## config.mk

```make
export PLATFORM = sky130hd
export DESIGN_NAME = rr_arb_4to1
export DESIGN_NICKNAME = d
export VERILOG_FILES = /design/src/rtl/rr_arb_4to1.sv
export SDC_FILE = /design/constraint.sdc
export NUM_CORES = 1
export LEC_CHECK = 0
export ABC_AREA = 1
export CAP_MARGIN = 10
export CORE_MARGIN = 2
export CORE_UTILIZATION = 43
export CTS_CLUSTER_DIAMETER = 100
export DETAILED_ROUTE_END_ITERATION = 7
export GPL_ROUTABILITY_DRIVEN = 1
export PLACE_DENSITY = 0.86
export SLEW_MARGIN = 25
export SYNTH_ARGS = -nofsm -noshare
export SYNTH_HDL_FRONTEND = slang
export SYNTH_SLANG_ARGS = --single-unit
```

## constraint.sdc

```tcl
create_clock -name clk -period 5.68 [get_ports clk]
set_input_delay 0.568 -clock clk [delete_from_list [all_inputs] [get_ports clk]]
set_output_delay 0.568 -clock clk [all_outputs]
set_load 0.05 [all_outputs]
```

## src/rtl/rr_arb_4to1.sv

```systemverilog
// Round-robin 4-to-1 source arbiter feeding a single-entry registered output slot
// with a valid/ready handshake toward the consumer.
module rr_arb_4to1 #(
  parameter int unsigned WIDTH = 16
) (
  input  logic             clk,
  input  logic             rst,
  input  logic [WIDTH-1:0] a,
  input  logic [WIDTH-1:0] b,
  input  logic [WIDTH-1:0] c,
  input  logic [WIDTH-1:0] d,
  input  logic [3:0]       req,
  output logic [3:0]       gnt,
  output logic [1:0]       sel,
  output logic [WIDTH-1:0] y,
  output logic             y_valid,
  input  logic             y_ready
);

  typedef enum logic {
    EMPTY = 1'b0,
    FULL  = 1'b1
  } slot_state_t;

  slot_state_t      state;
  logic [1:0]       last;
  logic [1:0]       gnt_idx;
  logic [1:0]       cand;
  logic             gnt_any;
  logic             free;
  logic [WIDTH-1:0] win_data;

  assign y_valid = (state == FULL);
  assign free    = (state == EMPTY) || y_ready;

  // Scan last+1 .. last+4 (mod 4); the 2-bit add supplies the 3->0 wrap.
  always_comb begin
    gnt     = '0;
    gnt_idx = last;
    gnt_any = 1'b0;
    cand    = last;
    if (!rst && free) begin
      for (int unsigned k = 1; k <= 4; k++) begin
        cand = last + 2'(k);
        if (!gnt_any && req[cand]) begin
          gnt_any = 1'b1;
          gnt_idx = cand;
        end
      end
      if (gnt_any) gnt = 4'b0001 << gnt_idx;
    end
  end

  always_comb begin
    win_data = '0;
    case (gnt_idx)
      2'd0:    win_data = a;
      2'd1:    win_data = b;
      2'd2:    win_data = c;
      default: win_data = d;
    endcase
  end

  always_ff @(posedge clk) begin
    if (rst) begin
      y     <= '0;
      sel   <= 2'b00;
      last  <= 2'b11;
      state <= EMPTY;
    end else if (gnt_any) begin
      y     <= win_data;
      sel   <= gnt_idx;
      last  <= gnt_idx;
      state <= FULL;
    end else if (state == FULL && y_ready) begin
      state <= EMPTY;
    end
  end

endmodule

```

==> results of run 1 <==
==> routing by layer <==
metal	global-route usage [%]	routed length, um
met5	0	0
met4	6.00	96
met3	5.59	464
met2	40.8	2500
met1	26.1	2190
==> tightest hold or removal path: cells and delay by family, from the launching register on <==
kind / cells / cell delay [ns]
flops: 1 / 0.31
simple gates: 2 / 0.10
==> Yosys cell counts <==
cell type,count
o21ai_1,7
o21ai_0,4
inv_2,3
a21oi_1,3
nand2_2,10
nor2_4,4
nand2_1,134
nor2_1,12
buf_2,2
nand3b_1,4
buf_4,4
inv_1,44
nand3_1,34
inv_4,2
nand3_2,6
nand4_1,5
buf_6,5
nand2_4,4
nor3_1,1
dfxtp_1,21
==> worst max path at each step <==
stage | from | cells past startpoint | end | slack [ns]
floorplan | req[2] | 11 | gnt[3] | 2.81
global placement | req[3] | 12 | gnt[3] | 2.09
detailed placement | req[3] | 12 | gnt[3] | 1.96
CTS | req[3] | 12 | gnt[3] | 1.95
global route | req[0] | 12 | gnt[3] | 1.79
finish | req[1] | 12 | gnt[3] | 1.93
==> power breakdown <==
group	internal (uW)	switching, uW	total, uW
registers	201	32.8	234
clock network	50.0	49.8	99.8
logic	254	520	775
total	506	603	1110
==> kinds of logic (layout without fill, tap and decap cells) <==
family,Yosys count,after routing,synth area share (%)
simple gates,214,214,56.2
buf+inv,60,146,16.1
flops,21,21,23.7
compound gates,14,14,3.95
==> area by class of cell <==
cell class / instances / area [um2]
flip-flops and latches: 21 / 420
fillers: 381 / 1260
inverters: 49 / 189
clock buffers: 4 / 45.0
well taps: 50 / 62.6
repair buffers: 93 / 931
multi-input cells: 228 / 1070
==> registers in the layout (all words and copies together), names as in the netlist <==
register	count
y	16
last	2
y_valid	1
sel	2
==> per-stage QoR <==
stage	cell area, um2	util (%)	hold slack (ns)	worst slack [ns]
2_1_floorplan	1770	-	0.666	2.81
3_3_place_gp	2670	67.2	0.435	2.09
3_5_place_dp	2670	67.2	0.436	1.96
4_1_cts	2720	68.4	0.455	1.95
5_1_grt	2720	68.4	0.475	1.79
6_report	2720	68.4	0.451	1.93
==> results.json, run 1 <==
{
  "ios": 94,
  "slew_headroom_pct": 65.1,
  "clock_sinks": 21,
  "cpMostUsedCell": "nand2_1",
  "holdPathEnd": "sel[0]$_SDFFE_PP0P_",
  "worst-r2r-setup-slack_ns": 3.04,
  "clk_pin_slew_worst_paths_ns": 0.08,
  "crit_chain": "clkdlybuf4s50_1, nand2_1, nand3_1, nand2_1, inv_1, nor2_4, nand4_1, nand2_1, inv_2, nand2_1, a21oi_1, clkdlybuf4s50_1",
  "synth_area_leaders": "nand2_1 28%, dfxtp_1 24%, nand3_1 9.6%",
  "ys_types": 20,
  "cp.arrival_ns": 3.18,
  "syn_area_um2": 1770,
  "cts_tree": "done",
  "fin_worst_skew_ns": 0.00111,
  "synth_top_cell_area_share_pct": 28.4,
  "worstPathMaxFanout": 19,
  "port_buffers": 93,
  "fin_setup_tns_ns": 0,
  "cp-end-kind": "primary output",
  "grt.total_usage_pct": 22.5,
  "placed_cells": 441,
  "final_cell_mix": "134 x nand2_1, 93 x clkdlybuf4s50_1, 44 x inv_1",
  "outcome": "complete, no violations",
  "fin_cells": 445,
  "hold_start": "sel[0]$_SDFFE_PP0P_",
  "dieHeight_um": 68.2,
  "rr_startpoint": "last[0]$_SDFFE_PP1P_",
  "cpPeakStageDelay_ns": 0.81,
  "hold_depth": 2,
  "yosysTopAreaCell": "nand2_1",
  "core-area_um2": 3970,
  "drc_errors": 0,
  "vias": 2148,
  "grt_pass1_vias": 1836,
  "synth-seq-area-share_pct": 23.7,
  "fin_nets": 467,
  "crit_required_ns": 5.11,
  "fin_total_pwr_uw": 1110,
  "globalplace.congestion": 0.958,
  "worstMarginPinSlew_ns": 0.523,
  "ys_warn_count": 0,
  "yosys_register_bits": 21,
  "overflow": 0,
  "ant_nets": 0,
  "final_common_cell": "nand2_1",
  "rr_worst_depth": 15,
  "postSynthAreaPerCell_um2": 5.74,
  "maxCapViolCount": 0,
  "cp-start-kind": "input pin",
  "start_util_pct": 44.6,
  "cts_setup_buffers": 0,
  "dpl.hpwl_um": 3960,
  "wl_per_cell_um": 11.8,
  "report.final.slew_viol_count": 0,
  "num_rows": 23,
  "antenna_found_initial": 0,
  "diodes": 0,
  "drive_gt1_share_pct": 8.10,
  "hold_buffers": 0,
  "syn-instance-count": 309,
  "path_class": "input pin to primary output",
  "numCtsBuffers": 3,
  "via_per_inst": 4.83,
  "cp_top_family": "buffers and inverters",
  "grt_max_degree": 33,
  "cts_max_level": 1,
  "die-area_um2": 4650,
  "hold_viol_final": 0,
  "synth_nets": 380,
  "ir_worst_vdd_mv": 0.210,
  "drt_first_pass_iters": 5,
  "max_freq_ghz": 0.267,
  "grt_pass1_wl_um": 7920,
  "crit_path_top_delay_cell": "clkdlybuf4s50_1",
  "rsz0062_at_grt": "no",
  "r2r_end": "y[6]$_SDFFE_PP0P_",
  "p_leak_uw": 0.00138,
  "path_buf_inv": 4,
  "die_w_um": 68.2,
  "cts_root_buf": "clkbuf_8",
  "hold_class": "flop to flop",
  "period_needed_ns": 3.75,
  "syn_to_final_growth_pct": 53.1,
  "setup_viol": 0,
  "fin_crit_sh_pct": 66.0,
  "power_density_nw_per_um2": 408,
  "first_iter_violations": 105,
  "routed_wl_um": 5250,
  "clock_latency_ns": 0.26,
  "cts_buffer_depth": 2,
  "ctsResizeCount": 0
}
No activity file was read; power rests on OpenSTA's default activity.
==> inputs of run 2 (changes only) <==
CORE_UTILIZATION = 40   (was 43)
PLACE_DENSITY = 0.81   (was 0.86)
clock period = 3.8 ns   (was 5.68 ns; I/O delays follow)
==> run 2 against run 1 <==
  * Via count shrank 2.7%
  * Design area up 0.14%
  * Setup slack worse by 1.5 ns
  * Register-to-register slack worse by 1.8 ns
  * Critical path type is now flop to primary output
  * Sequential share of layout area about the same
  * Utilization down 5.5 points
  * Clock-buffer cell count fell by 1
  * Critical path depth decreased by 1
==> results.json, run 2 (same netlist as run 1, synthesis figures left out) <==
{
  "outcome": "complete, no violations",
  "numCtsBuffers": 3,
  "setup_viol": 0,
  "whs_ns": 0.450,
  "rr_startpoint": "last[0]$_SDFFE_PP1P_",
  "intPower_uw": 754,
  "crit_path_top_delay_cell": "clkdlybuf4s50_1",
  "die-area_um2": 4980,
  "clock_latency_ns": 0.26,
  "drc_errors": 0,
  "grt.total_usage_pct": 20.0,
  "grt_pass1_wl_um": 8350,
  "port_buffers": 93,
  "drt_first_pass_iters": 4,
  "cpPeakStageDelay_ns": 0.82,
  "fin_nets": 467,
  "antenna_found_initial": 0,
  "ctsResizeCount": 0,
  "cts_max_level": 1,
  "reg_top3": "y: 16 flops, last: 2 flops, sel: 2 flops",
  "syn_to_final_growth_pct": 53.4,
  "cp.arrival_ns": 2.98,
  "cts_buffer_depth": 2,
  "hold_viol_final": 0,
  "rsz0062_at_grt": "no",
  "clk_pin_slew_worst_paths_ns": 0.08,
  "fin_util_pct": 62.9,
  "fin_worst_skew_ns": 0.00555,
  "overflow": 0,
  "pwr-share-clk_pct": 8.9,
  "power_density_nw_per_um2": 604,
  "num_rows": 24,
  "cts_setup_buffers": 0,
  "fin_setup_tns_ns": 0,
  "fin_crit_sh_pct": 88.5,
  "p_sw_share_pct": 54.1,
  "ant_nets": 0,
  "slew_headroom_pct": 65.4,
  "p_sw_uw": 887,
  "path_buf_inv": 2,
  "dpl.hpwl_um": 3730,
  "globalplace.congestion": 0.901,
  "cp-start-kind": "flop",
  "cpMostUsedCell": "nand2_1",
  "hold_class": "flop to flop",
  "hold_start": "sel[0]$_SDFFE_PP0P_",
  "pre_cts_ws_ns": 0.457,
  "max_freq_ghz": 0.297,
  "ir_worst_vdd_mv": 0.355,
  "maxCapViolCount": 0,
  "routed_wl_um": 4950,
  "crit_chain": "nand2_1, nand2_2, nand2_2, nand2_4, nor2_4, nand4_1, nand2_1, inv_2, nand2_1, a21oi_1, clkdlybuf4s50_1",
  "seqPwrFrac_pct": 21.3,
  "period_needed_ns": 3.36,
  "setup_ws_ns": 0.435,
  "grt_pass1_vias": 1908,
  "dieHeight_um": 70.6,
  "worstMarginPinSlew_ns": 0.518,
  "p_comb_share_pct": 69.8,
  "clock_sinks": 21,
  "grt_max_degree": 33,
  "placed_cells": 443,
  "fin_cells": 447,
  "vias": 2089,
  "p_leak_uw": 0.00139,
  "hold_buffers": 0,
  "crit_path_start": "last[0]$_SDFFE_PP1P_",
  "first_iter_violations": 71,
  "core-area_um2": 4320,
  "start_util_pct": 41.0,
  "cp-end-kind": "primary output",
  "report.final.slew_viol_count": 0,
  "via_per_inst": 4.67,
  "final_common_cell": "nand2_1",
  "crit_required_ns": 3.42,
  "largest-register": "y",
  "ios": 94,
  "largest_reg_flops": 16,
  "path_class": "flop to primary output",
  "cts_root_buf": "clkbuf_8",
  "die_w_um": 70.6,
  "fill_cells": 437,
  "wl_per_cell_um": 11.1,
  "cp_top_family": "buffers and inverters",
  "worstPathMaxFanout": 19,
  "drive_gt1_share_pct": 8.35,
  "final_cell_mix": "134 x nand2_1, 93 x clkdlybuf4s50_1, 44 x inv_1",
  "cts_tree": "done",
  "diodes": 0
}
## run 2: cell count changes in the layout (fill, tap and decap cells not counted), sizes merged
| cell | before | now |
|---|---|---|
| clkbuf | 4 | 3 |
| clkinv | 0 | 1 |
## run 2: final cells by class
cell class	count	area, um2	share of cell area (%)
clock buffers	3	41.3	1.52
clock inverters	1	5.00	0.184
inverters	49	189	6.95
multi-input cells	228	1070	39.3
flip-flops and latches	21	420	15.5
well taps	52	65.1	2.39
repair buffers	93	931	34.2
## run 2: tightest hold or removal path, cell delays in order (launching register included)
cell and delay, ns:
dfxtp_1 0.32, nand2_1 0.06, nand2_1 0.04
## run 2: per-layer routing
metal | up-vias | global-route usage, % | share of wire, %
met1 | 896 | 25.6 | 46
li1 | 1115 | - | -
met4 | 0 | 3.35 | 0.28
met2 | 76 | 35.2 | 46
met3 | 2 | 4.56 | 7.3
met5 | - | 0 | 0
## run 2: final timing paths
path                               to  slack (ns)  depth (start not counted)
setup / recovery               gnt[3]        0.44                         11
setup reg to reg    y[1]$_SDFFE_PP0P_        1.22                         15
hold / removal    sel[0]$_SDFFE_PP0P_        0.45                          2
hold reg to reg   sel[0]$_SDFFE_PP0P_        0.45                          2
## run 2: power groups by stage
stage / sequential (uW) / clock [uW] / combinational [uW]
after floorplan: 607 / 0 / 604
after global placement: 353 / 0 / 1140
after detailed placement: 354 / 0 / 1150
after CTS: 351 / 151 / 1160
after global routing: 360 / 164 / 1250
final: 350 / 146 / 1150
## run 2: per-stage QoR
stage | cell area (um2) | total power (uW)
6_report | 2720 | 1640
5_1_grt | 2720 | 1770
4_1_cts | 2720 | 1660
3_5_place_dp | 2670 | 1510
3_3_place_gp | 2670 | 1500
2_1_floorplan | 1770 | 1210
